[src/rtl/alu181_pipe.sv]
// W-bit clocked successor of the SN74LS181 ALU with a STAGES-deep valid/ready pipeline.
// Optional accumulator operand source enabled by defining ALU181_ACC_EN.
module alu181_pipe #(
    parameter int W      = 8,
    parameter int STAGES = 1
) (
    input  logic         clk,
    input  logic         rst,
    input  logic         in_valid,
    output logic         in_ready,
    input  logic [W-1:0] a,
    input  logic [W-1:0] b,
    input  logic [3:0]   s,
    input  logic         m,
    input  logic         cn_,
    input  logic         acc_sel,
    output logic         out_valid,
    input  logic         out_ready,
    output logic [W-1:0] f,
    output logic         cn4_,
    output logic         g_,
    output logic         p_,
    output logic         aeqb,
    output logic         ovr
);

    typedef struct packed {
        logic [W-1:0] f;
        logic         cn4_n;
        logic         g_n;
        logic         p_n;
        logic         aeqb;
        logic         ovr;
    } res_t;

    localparam res_t RES_RST = '{f: {W{1'b0}}, cn4_n: 1'b1, g_n: 1'b1, p_n: 1'b1,
                                 aeqb: 1'b0, ovr: 1'b0};

    logic [W-1:0]      opa_s;
    logic [W-1:0]      x_s;
    logic [W-1:0]      y_s;
    logic [W:0]        sum_s;
    logic              cin_s;
    logic              gen_s;
    res_t              res_s;
    logic              advance_s;
    logic              accept_s;
    res_t              stg_r [STAGES];
    logic [STAGES-1:0] vld_r;

    assign advance_s = ~out_valid | out_ready;
    assign in_ready  = advance_s;
    assign accept_s  = in_valid & advance_s;

`ifdef ALU181_ACC_EN
    logic [W-1:0] acc_r;

    // Accumulator captures the result at accept so chained ops see it without a pipeline hazard
    always_ff @(posedge clk or posedge rst) begin
        if (rst) begin
            acc_r <= {W{1'b0}};
        end else if (accept_s) begin
            acc_r <= res_s.f;
        end
    end

    assign opa_s = acc_sel ? acc_r : a;
`else
    logic unused_acc_sel_s;
    assign unused_acc_sel_s = acc_sel;
    assign opa_s            = a;
`endif

    // '181 function: per-bit X/Y terms, then sum (arithmetic) or XNOR (logic)
    always_comb begin
        x_s   = opa_s | (b & {W{s[0]}}) | (~b & {W{s[1]}});
        y_s   = (opa_s & ~b & {W{s[2]}}) | (opa_s & b & {W{s[3]}});
        cin_s = ~cn_;
        sum_s = {1'b0, x_s} + {1'b0, y_s} + {{W{1'b0}}, cin_s};
        gen_s = 1'b0;
        for (int i = 0; i < W; i++) begin
            gen_s = (x_s[i] & y_s[i]) | ((x_s[i] | y_s[i]) & gen_s);
        end
        res_s = RES_RST;
        if (m) begin
            res_s.f    = ~(x_s ^ y_s);
            res_s.aeqb = &(~(x_s ^ y_s));
        end else begin
            res_s.f     = sum_s[W-1:0];
            res_s.cn4_n = ~sum_s[W];
            res_s.g_n   = ~gen_s;
            res_s.p_n   = ~&x_s;
            res_s.aeqb  = &sum_s[W-1:0];
            // carry into the MSB recovered from the MSB sum bit
            res_s.ovr   = (sum_s[W-1] ^ x_s[W-1] ^ y_s[W-1]) ^ sum_s[W];
        end
    end

    // Pipeline: valid bits always shift on advance; data only moves with a valid op,
    // so a bubble leaves the previous result parked on the outputs
    always_ff @(posedge clk or posedge rst) begin
        if (rst) begin
            for (int i = 0; i < STAGES; i++) begin
                vld_r[i] <= 1'b0;
                stg_r[i] <= RES_RST;
            end
        end else if (advance_s) begin
            vld_r[0] <= accept_s;
            if (accept_s) begin
                stg_r[0] <= res_s;
            end
            for (int i = 1; i < STAGES; i++) begin
                vld_r[i] <= vld_r[i-1];
                if (vld_r[i-1]) begin
                    stg_r[i] <= stg_r[i-1];
                end
            end
        end
    end

    assign out_valid = vld_r[STAGES-1];
    assign f         = stg_r[STAGES-1].f;
    assign cn4_      = stg_r[STAGES-1].cn4_n;
    assign g_        = stg_r[STAGES-1].g_n;
    assign p_        = stg_r[STAGES-1].p_n;
    assign aeqb      = stg_r[STAGES-1].aeqb;
    assign ovr       = stg_r[STAGES-1].ovr;

endmodule

[config.mk]
export PLATFORM = sky130hd
export DESIGN_NAME = alu181_pipe
export DESIGN_NICKNAME = d
export VERILOG_FILES = /design/src/rtl/alu181_pipe.sv
export SDC_FILE = /design/constraint.sdc
export NUM_CORES = 1
export LEC_CHECK = 0
export CORE_UTILIZATION = 40
export CTS_CLUSTER_DIAMETER = 100
export DETAILED_ROUTE_END_ITERATION = 6
export PLACE_DENSITY = 0.68
export SYNTH_ARGS = -nofsm -noshare
export SYNTH_HDL_FRONTEND = slang
export SYNTH_SLANG_ARGS = --single-unit
[constraint.sdc]
create_clock -name clk -period 2.9 [get_ports clk]
set_input_delay 0.435 -clock clk [delete_from_list [all_inputs] [get_ports clk]]
set_output_delay 0.435 -clock clk [all_outputs]
set_load 0.005 [all_outputs]
# Yosys cells after proc, flatten, opt, wreduce, memory -nomap -nowiden
# Index checks and enable logic that the tools add are counted.
[word_totals]
regBits = 14
latch_bits = 0
ram_bits = 0
romBits = 0
inputBits = 27
out_inout_bits = 15
word_cells = 68
mem_count = 0
[classes]
n_addsub = 2
n_mul = 0
n_div = 0
n_lt_le_gt_ge = 0
eq_ne = 0
shift = 0
n_mux = 4
bitwise = 50
n_reduce_logical = 5
[op_table]
columns = ["cell", "count"]
rows = [
  ["$and A8 B8 Y8", 6],
  ["$or A8 B8 Y8", 3],
  ["$reduce_and A8 Y1", 3],
  ["$and A1 B1 Y1", 16],
  ["$not A8 Y8", 2],
  ["$or A1 B1 Y1", 15],
  ["$add A8 B8 Y9", 1],
  ["$add A9 B1 Y9", 1],
  ["$mux W8", 1],
  ["$xor A8 B8 Y8", 1],
  ["$not A1 Y1", 4],
  ["$mux W3", 1],
  ["$xor A1 B1 Y1", 3],
  ["$mux W1", 2],
  ["$reduce_and A2 Y1", 1],
  ["$logic_not A1 Y1", 1],
]

# Longest topological paths before layout
[logic_depth]
word_depth = 21
depth_mapped = 13
mapped_depth_nobuf = 13

# Least setup slack after synthesis
# OpenSTA, ideal clock, no wires.
[synth_timing]
path_type = "input-to-reg"
startpoint = "in s[0]"
endpoint = "reg stg_r, in the netlist aeqb"
setup_ns = 0.076
arrival_ns = 2.833
t_required_ns = 2.824
setup_slack_ns = -0.010
stages = 10
path_buffers = 1
cell_sequence = "clkbuf_1 -> a211o_1 -> inv_1 -> fa_1 -> fa_1 -> xor2_1 -> or4_1 -> nor4_2 -> a31oi_1 -> o21ai_1"
[synth_via]
elab_chain_cells = 7
elab_cells_between_ends = 10
cone_classes = "add/sub (2); mux (1); bitwise (5); reduce/logical (2)"
[synth_lines]
columns = ["element", "line", "source"]
rows = [
  ["from (decl)", "13", "input logic [3:0] s,"],
  ["$and A8 B8 Y8 *", "76", "x_s = opa_s | (b & {W{s[0]}}) | (~b & {W{s[1]}});"],
  ["$or A8 B8 Y8 * (2 in series)", "76", ""],
  ["$add A8 B8 Y9 / $xor A8 B8 Y8 (equally long branches)", "79, 87", ""],
  ["$add A9 B1 Y9 / $not A8 Y8 (equally long branches)", "79, 87", ""],
  ["$reduce_and A8 Y1 (on tied branches)", "93, 87", ""],
  ["$mux W1 *", "85", "if (m) begin"],
  ["to (signal, indexed assignment)", "115", "stg_r[i] <= stg_r[i-1];"],
  ["to (decl)", "48", "res_t stg_r [STAGES];"],
]
# Mark *: on every way between the ends. The rest lies on a longest branch, timed or not.
# A chain may end at the register's enable or synchronous reset.

# Worst setup path after layout
[layout_timing]
startpoint = "in b[0]"
endpoint = "reg stg_r, in the netlist aeqb"
[layout_via]
elab_chain_cells = 8
elab_cells_between_ends = 17
cone_classes = "add/sub (2); mux (1); bitwise (12); reduce/logical (2)"
[layout_lines]
columns = ["element", "line", "source"]
rows = [
  ["from (decl)", "12", "input logic [W-1:0] b,"],
  ["$not A8 Y8", "76, 77", ""],
  ["$and A8 B8 Y8 (2 in series)", "77", "y_s = (opa_s & ~b & {W{s[2]}}) | (opa_s & b & {W{s[3]}});"],
  ["$or A8 B8 Y8", "77", ""],
  ["$add A8 B8 Y9 / $xor A8 B8 Y8 (equally long branches)", "79, 87", ""],
  ["$add A9 B1 Y9 / $not A8 Y8 (equally long branches)", "79, 87", ""],
  ["$reduce_and A8 Y1 (on tied branches)", "93, 87", ""],
  ["$mux W1 *", "85", ""],
]
# Marked as above.

==> results.toml <==
[yosys]
synth_area_leaders = "dfrtp_1, ha_1, mux2_2"
synth_area_leader_cell = "dfrtp_1"
yosysTopAreaCellShare = 0.181
synth_ff_type = "dfrtp_1"
syn_inst = 188
yosysMostFrequentCell = "inv_1"
syn-cell-area_um2 = 1520
synth_common_cells = "inv_1, nor2_1, nand2_1"
synth_async_sr_flop_share = 1.00
synth_fp_nets = 232
avgSynthCellArea_um2 = 8.09
synth_edf_count = 0
ys_seq_elements = 14
yosys_warnings = 0
yosysSeqAreaShare = 0.233
yosysUniqueCellTypes = 41

[global_route]
grt_pass1_vias = 1461
grt-ovfl-total = 0
grt_pass1_wl_um = 6150
track_usage = 0.189
grt_max_degree = 26
antenna_found_initial = 0

[setup_path]
ff2ff_setup_slack_ns = 1.44
critPathMostFrequentCell = "fa_2"
cp-start-kind = "primary input"
cp_cell_sequence = "clkdlybuf4s15_1 > mux2_2 > and2_4 > inv_1 > fa_2 > fa_2 > or4_4 > nor4_4 > a31oi_1 > o21ai_1"
critPathSlowestCell = "or4_4"
path_buf_inv = 2
worstPathArrival_ns = 3.00
worstPathRequired_ns = 3.07
critPathMaxFanout = 4
setup.worst_path.class = "primary input to register"
critPathTopFamily = "simple AND/OR/NAND/NOR gates"
crit_path_end_kind = "register"
slowest_delay_ns = 0.56

[clock_tree]
cts_htree_levels = 1
clockBufferDepth = 2
numCtsBuffers = 3
clk_pin_slew_worst_paths_ns = 0.05
clock_sinks = 14
cts_tree = "yes"
insertion_delay_ns = 0.25
root_buffer = "clkbuf_8"

[drt]
drtPass1Iterations = 5
drc_errors = 0
wire_per_inst_um = 11.0
drt_iter0_drc = 56
wl_um = 3460
viasPerCell = 4.87
ant_nets = 0
vias = 1528

[job]
cap_violations = 0

[place]
placedCellCount = 305
io_buffers = 40
dp_hpwl_um = 2890
gp_congestion = 0.789

[die]
die_w_um = 63.7
core-area_um2 = 3660
start_util = 0.415
boundaryPins = 42
dieArea_um2 = 4050
num_rows = 22
die_h_um = 63.7

[pwr]
cellLeakagePower_nw = 1.09
power_density_nw_per_um2 = 382
peakVddDrop_mv = 0.144

[layout]
instances_no_fill = 314
antenna_cells = 0
seqCellArea_um2 = 354
multi_input_area_um2 = 1110
syn_to_final_growth_pct = 54.9
n_fill_cell = 352
num-nets-final = 311
drive_gt1_frac = 0.282

[sta]
fin_hold_ws_ns = 0.474
setup_violations = 0
fmax_ghz = 0.353
finalCritPeriodShare = 0.977
tightest_slew_ns = 0.646
hold_viol_final = 0
final-max-slew-violation-count = 0
clock_skew_ns = 0.000731
relSlewSlack = 0.568
final.min_clock_period_ns = 2.83

[run_status]
status = "finished clean"

[min_path]
min_path_type = "register to register"
state kept, by name (all words and copies together) (netlist names):
| register | flops |
|---|---|
| f | 8 |
| aeqb | 1 |
| cn4_ | 1 |
| g_ | 1 |
| out_valid | 1 |
| ovr | 1 |
| p_ | 1 |
logic make-up (layout without fill, tap and decap cells):
family / count (synthesis) / after routing / share of synthesized area
AND/OR/NAND/NOR: 58 / 58 / 0.191
AO/OA/AOI/OAI: 45 / 45 / 0.200
buffers and inverters: 31 / 109 / 0.0782
adder cells (fa/ha/maj): 17 / 17 / 0.150
flip-flops: 14 / 14 / 0.233
XOR/XNOR: 13 / 13 / 0.0749
multiplexers: 10 / 10 / 0.0733
power by group:
part | leakage (nW) | switching (mW) | internal (mW)
Clock | 0.0228 | 0.0660 | 0.0973
Sequential | 0.169 | 0.0178 | 0.238
Combinational | 0.901 | 0.202 | 0.279
worst register-to-register path, stage by stage, from the launching register on:
cell,delay (ns)
dfrtp_1,0.34
nand2b_1,0.11
nand2_1,0.51
nor2_1,0.12
a21o_1,0.20
a21oi_1,0.12
layout by cell type (no fill, tap or decap), types with 2 or more instances in the layout:
cell	n
buf_4	39
clkdlybuf4s50_1	33
inv_1	23
nor2_1	18
nand2_1	16
ha_1	14
o21ai_0	12
dfrtp_1	11
mux2_2	9
xor2_1	8
and2_1	6
a211oi_1	5
a21oi_1	5
xnor2_1	4
nand2b_1	3
a21o_1	3
o21a_1	3
nor2b_1	3
clkbuf_8	3
dfstp_2	3
dlygate4sd2_1	3
o2111ai_2	2
a21oi_2	2
a31oi_1	2
nor4_1	2
o21bai_1	2
a211o_1	2
fa_2	2
clkbuf_2	2
path summary, 6_finish.rpt:
| check | start | to | cells past startpoint |
|---|---|---|---|
| worst max-delay path | b[0] | aeqb | 10 |
| worst min-delay path | f[2] | f[2] | 2 |
| worst max register to register | out_valid | g_ | 5 |
| worst min register to register | f[2] | f[2] | 2 |
| max in group asynchronous | rst | g_ | 2 |
| min in group asynchronous | rst | f[1] | 2 |
layer usage:
layer / GRT usage / up-vias / wire length, um
met3: 0.0109 / 5 / 95
met2: 0.340 / 43 / 1710
li1: - / 791 / -
met1: 0.233 / 689 / 1600
met4: 0.0682 / 0 / 53
met5: 0 / - / 0
layout make-up:
class / instances / area share
timing repair buffer: 80 / 0.294
clock buffer: 4 / 0.0191
tap: 48 / 0.0255
sequential: 14 / 0.150
inverter: 25 / 0.0404
multi-input combinational: 143 / 0.470
through the flow:
stage | utilization | worst slack (ns) | setup TNS, ns | total power [mW] | area [um^2]
3_5_place_dp | 0.606 | -0.601 | -2.66 | 0.712 | 2220
6_report | 0.643 | 0.0673 | 0 | 0.900 | 2350
5_1_grt | 0.643 | -0.0584 | -0.0657 | 0.967 | 2350
2_1_floorplan | - | 0.0130 | 0 | 0.487 | 1520
4_1_cts | 0.630 | 0.00214 | 0 | 0.889 | 2310
3_3_place_gp | 0.606 | -0.548 | -2.32 | 0.705 | 2220
repair_timing:
item | 4_1_cts | 5_1_grt
setup buffers | 4 | 1
setup endpoints to repair | 6 | 6
pin swaps | 9 | 8
gates resized for setup | 15 | 14
hold buffers | 0 | 0
No activity file was read; power rests on OpenSTA's default activity.
==> patch 1 (same flow settings) <==
Add a define of `ALU181_ACC_EN`.
--- a/src/rtl/alu181_pipe.sv
+++ b/src/rtl/alu181_pipe.sv
@@ -1,4 +1,6 @@
 // W-bit clocked successor of the SN74LS181 ALU with a STAGES-deep valid/ready pipeline.
 // Optional accumulator operand source enabled by defining ALU181_ACC_EN.
+`define ALU181_ACC_EN
+
 module alu181_pipe #(
     parameter int W      = 8,
Function: changed (a bounded check fails within 4 cycles, from zero or initial values and one cycle with rst high).
==> patch 1 against the unedited design <==
First-iteration DRC count unchanged; setup slack better by 80 ps; synthesized area up 6.3%; count of clock-buffer cells in the layout unchanged; sequential cell count unchanged; routed wire length up 23%; cell area up 7.4%; critical endpoint unchanged; highest routed layer unchanged.
Power is not compared: it rests on default switching activity, and its combinational part moved more than twofold at a synthesized area within 25%.
==> patch 1: results (changes against the unedited design) <==
outcome: "finished clean"
num_vias: 1593  # +4.3%
worstPathMaxFanout: 3  # -1
ys_top_cells_by_count: "inv_1, ha_1, nand2_1"
gp_congestion: 0.861  # +9.1%
largest_reg_flops: 5  # -3
final_nets: 319  # +2.6%
cpMaxStageDelayCell: "fa_2"
post-cts-setup-buffers: 2  # -2
post-place-cells: 313  # +2.6%
post_route_cells_drive_above_1_share_pct: 32.8  # +4.7 points
fillCellCount: 329  # -6.5%
antenna_found_initial: 0  # unchanged
cp.arrival_ps: 2910  # -90 ps
place_area_um2: 2350  # +5.9%
yosysSeqAreaShare_pct: 21.9  # -1.4 points
yosysUniqueCellTypes: 39  # -4.9%
grt_max_degree: 25  # -3.8%
synth_fp_nets: 237  # +2.2%
routed_via_density: 4.95  # +1.7%
cts_resized: 23  # +8
avgSynthCellArea_um2: 8.37  # +3.5%
max_stage_delay_ps: 390  # -170 ps
grt_pass1_wl_um: 6950  # +13%
path_delay_family: "simple AND/OR/NAND/NOR gates"
ys_top_cells_by_area: "dfrtp_1, ha_1, mux2_2"
pre_cts_ws_ps: -605  # -3.94 ps
port_buffers: 41  # +2.5%
tightest_slew_ps: 525  # -121 ps
fin_skew_ps: 1.43  # +0.700 ps
wl_per_cell_um: 13.3  # +20%
globalRouteTotalUtil_pct: 21.2  # +2.4 points
grt_pass1_vias: 1532  # +4.9%
p_leak_nw: 1.18
[patch 1: logic make-up (layout without fill, tap and decap cells)]
family          after synthesis  in the layout  synth area share (%)
fa+ha+maj                    17             17                  14.1
flops                        14             14                  21.9
simple gates                 60             60                  19.8
compound gates               41             41                  16.0
xor+xnor                     12             12                  7.36
mux                          19             19                  12.8
buf+inv                      30            111                  8.06
[patch 1: through the flow]
stage / hold slack (ps) / power, W
2_1_floorplan: 322 / 0.000831
3_3_place_gp: 455 / 0.00122
3_5_place_dp: 455 / 0.00124
4_1_cts: 464 / 0.00149
5_1_grt: 485 / 0.00166
6_report: 461 / 0.00154
[patch 1: path summary, 6_finish.rpt]
path,end,slack [ps],cells after the start,start
worst min register to register,cn4_,460,2,cn4_
worst max-delay path,aeqb,150,12,b[0]
worst max register to register,aeqb,220,9,f[0]
max in group asynchronous,g_,2020,2,rst
worst min-delay path,cn4_,460,2,cn4_
min in group asynchronous,out_valid,520,2,rst
[patch 1: routing by layer]
layer	global-route usage, %	share of wire (%)	vias up
li1	-	-	817
met1	28.8	48	730
met2	36.0	48	42
met3	1.56	3.4	4
met4	5.71	0.77	0
met5	0	0	-
[patch 1: power breakdown]
part           leakage, nW  total [W]  switching [W]  internal (W)
combinational        0.978    0.00105       0.000461      0.000585
sequential           0.169   0.000300      0.0000387      0.000261
clock               0.0288   0.000190      0.0000698      0.000120
total                 1.18    0.00154       0.000570      0.000966
[patch 1: area by class of cell]
cell class | instances | share of cell area (%)
multi-input combinational | 149 | 49.3
sequential | 14 | 14.0
clock buffer | 4 | 2.18
tap | 48 | 2.38
inverter | 22 | 3.27
timing repair buffer | 85 | 28.9
==> patch 2 (config.mk and constraints unchanged) <==
Without the edit above. Change the parameter `W` from 8 to 10.
--- a/src/rtl/alu181_pipe.sv
+++ b/src/rtl/alu181_pipe.sv
@@ -2,5 +2,5 @@
 // Optional accumulator operand source enabled by defining ALU181_ACC_EN.
 module alu181_pipe #(
-    parameter int W      = 8,
+    parameter int W      = 10,
     parameter int STAGES = 1
 ) (
Ports: changed (resized a, b and f); port bits go from 42 to 48. The function was not compared with the original's and may differ.
==> patch 2 against the unedited design <==
Cell area is 21% higher; sequential power is 13% higher; the run now ends with design-rule violations left; critical endpoint is now ovr; count of clock-buffer cells in the layout stayed put; hold slack worse by 14 ps; setup slack worse by 54 ps; power is 17% higher; critical path type unchanged; clock power is 2% higher; synthesized area is 27% higher; combinational power is 24% higher; final cell count is 18% higher; routed wire length is 33% higher; via count is 24% higher; sequential cell count is 2 higher.
==> patch 2: results (changes against the unedited design) <==
wl_per_cell_um: 12.4  # +12%
dr.pass1.iters: 7  # +2
post_route_cells_drive_above_1_share_pct: 27.5  # -0.70 points
ys_top_cells_by_count: "inv_1, ha_1, nand2_1"
violations: "design-rule violations"
largest_reg_flops: 10  # +2
fmax_ghz: 0.346  # -1.9%
rrSetupSlack_ps: 1170  # -270 ps
fin_skew_ps: 3.66  # +2.93 ps
hpwl_um: 3920  # +35%
worstHoldEndpoint: "cn4_"
grt_pass1_vias: 1874  # +28%
grt_pass1_wl_um: 8020  # +31%
pre_cts_ws_ps: -758  # -157 ps
drt_iter0_drc: 61  # +8.9%
routed_via_density: 5.09  # +4.6%
gp_congestion: 0.886  # +12%
outcome: "finished with violations"
switching_share_pct: 33.3  # +1.5 points
globalRouteTotalUtil_pct: 19.3  # +0.42 points
drc: 4  # +4
synth_fp_nets: 289  # +25%
reg2reg_to: "aeqb"
p_leak_nw: 1.33  # +22%
vdd_drop_max_mv: 0.165  # +15%
port_buffers: 46  # +15%
patch 2: changes by cell type after synthesis, sizes merged, moves of 4 or more:
cell,unedited run,this run
clkbuf,4,12
nor2b,5,14
a211oi,6,10
a21oi,7,13
nor2,19,11
ha,15,19
patch 2: power by group through the flow:
stage / clock [W] / combinational, W / sequential [W]
2_1_floorplan: 0 / 0.000314 / 0.000299
5_1_grt: 0.000181 / 0.000665 / 0.000297
3_3_place_gp: 0 / 0.000571 / 0.000294
3_5_place_dp: 0 / 0.000581 / 0.000295
4_1_cts: 0.000172 / 0.000597 / 0.000291
6_report: 0.000167 / 0.000597 / 0.000290
patch 2: worst max-delay path by stage:
stage | start | depth (start not counted) | to
global placement | s[1] | 11 | ovr
CTS | s[1] | 11 | ovr
floorplan | s[0] | 10 | ovr
detailed placement | s[1] | 11 | ovr
finish | s[1] | 11 | ovr
global route | b[0] | 11 | aeqb
patch 2: layout make-up:
class	instances	area (µm²)	share of cell area, %
Timing Repair Buffer	94	813	28.5
Tap cell	52	65.1	2.28
Inverter	26	97.6	3.42
Clock buffer	4	45.0	1.58
Sequential cell	16	404	14.2
Multi-Input combinational cell	180	1430	50.1
patch 2: cell families (layout without fill, tap and decap cells):
logic type | Yosys count | after routing | share of synthesized area (%)
and+or+nand+nor | 72 | 72 | 19.8
AOI/OAI and AO/OA | 59 | 59 | 21.2
buffers and inverters | 41 | 124 | 8.85
adders and majority gates | 21 | 21 | 14.4
xor gates and xnor gates | 17 | 17 | 8.46
DFF | 16 | 16 | 21.0
muxes | 11 | 11 | 6.25
patch 2: what timing repair did:
action,CTS,global route
resized for setup,28,18
setup buffers,4,0
setup endpoints to repair,7,6
pin swaps,16,10
patch 2: metrics by stage:
step / util [%] / std cells / hold WS (ps) / TNS, ps / total power, W
floorplan: - / 237 / 347 / -370 / 0.000613
global placement: 61.1 / 365 / 450 / -3710 / 0.000865
detailed placement: 61.1 / 365 / 457 / -4040 / 0.000877
CTS: 63.0 / 373 / 465 / -142 / 0.00106
global route: 63.8 / 372 / 494 / -193 / 0.00114
finish: 63.8 / 372 / 460 / 0 / 0.00105
patch 2: per-layer routing:
metal / GRT usage, % / vias to the layer above / part of all wire [%]
met3: 1.13 / 0 / 3.1
met2: 35.9 / 45 / 50
met1: 24.6 / 860 / 47
met5: 0 / - / 0
li1: - / 988 / -
met4: 4.00 / 0 / 0
patch 2: critical path: stages:
cell and delay [ps]:
buf_8 100, nor2b_4 110, a211o_1 260, fa_2 380
fa_2 360, a211o_1 300, a21o_1 220, a221oi_4 270
xnor3_1 270, xnor2_1 140, a22o_1 170
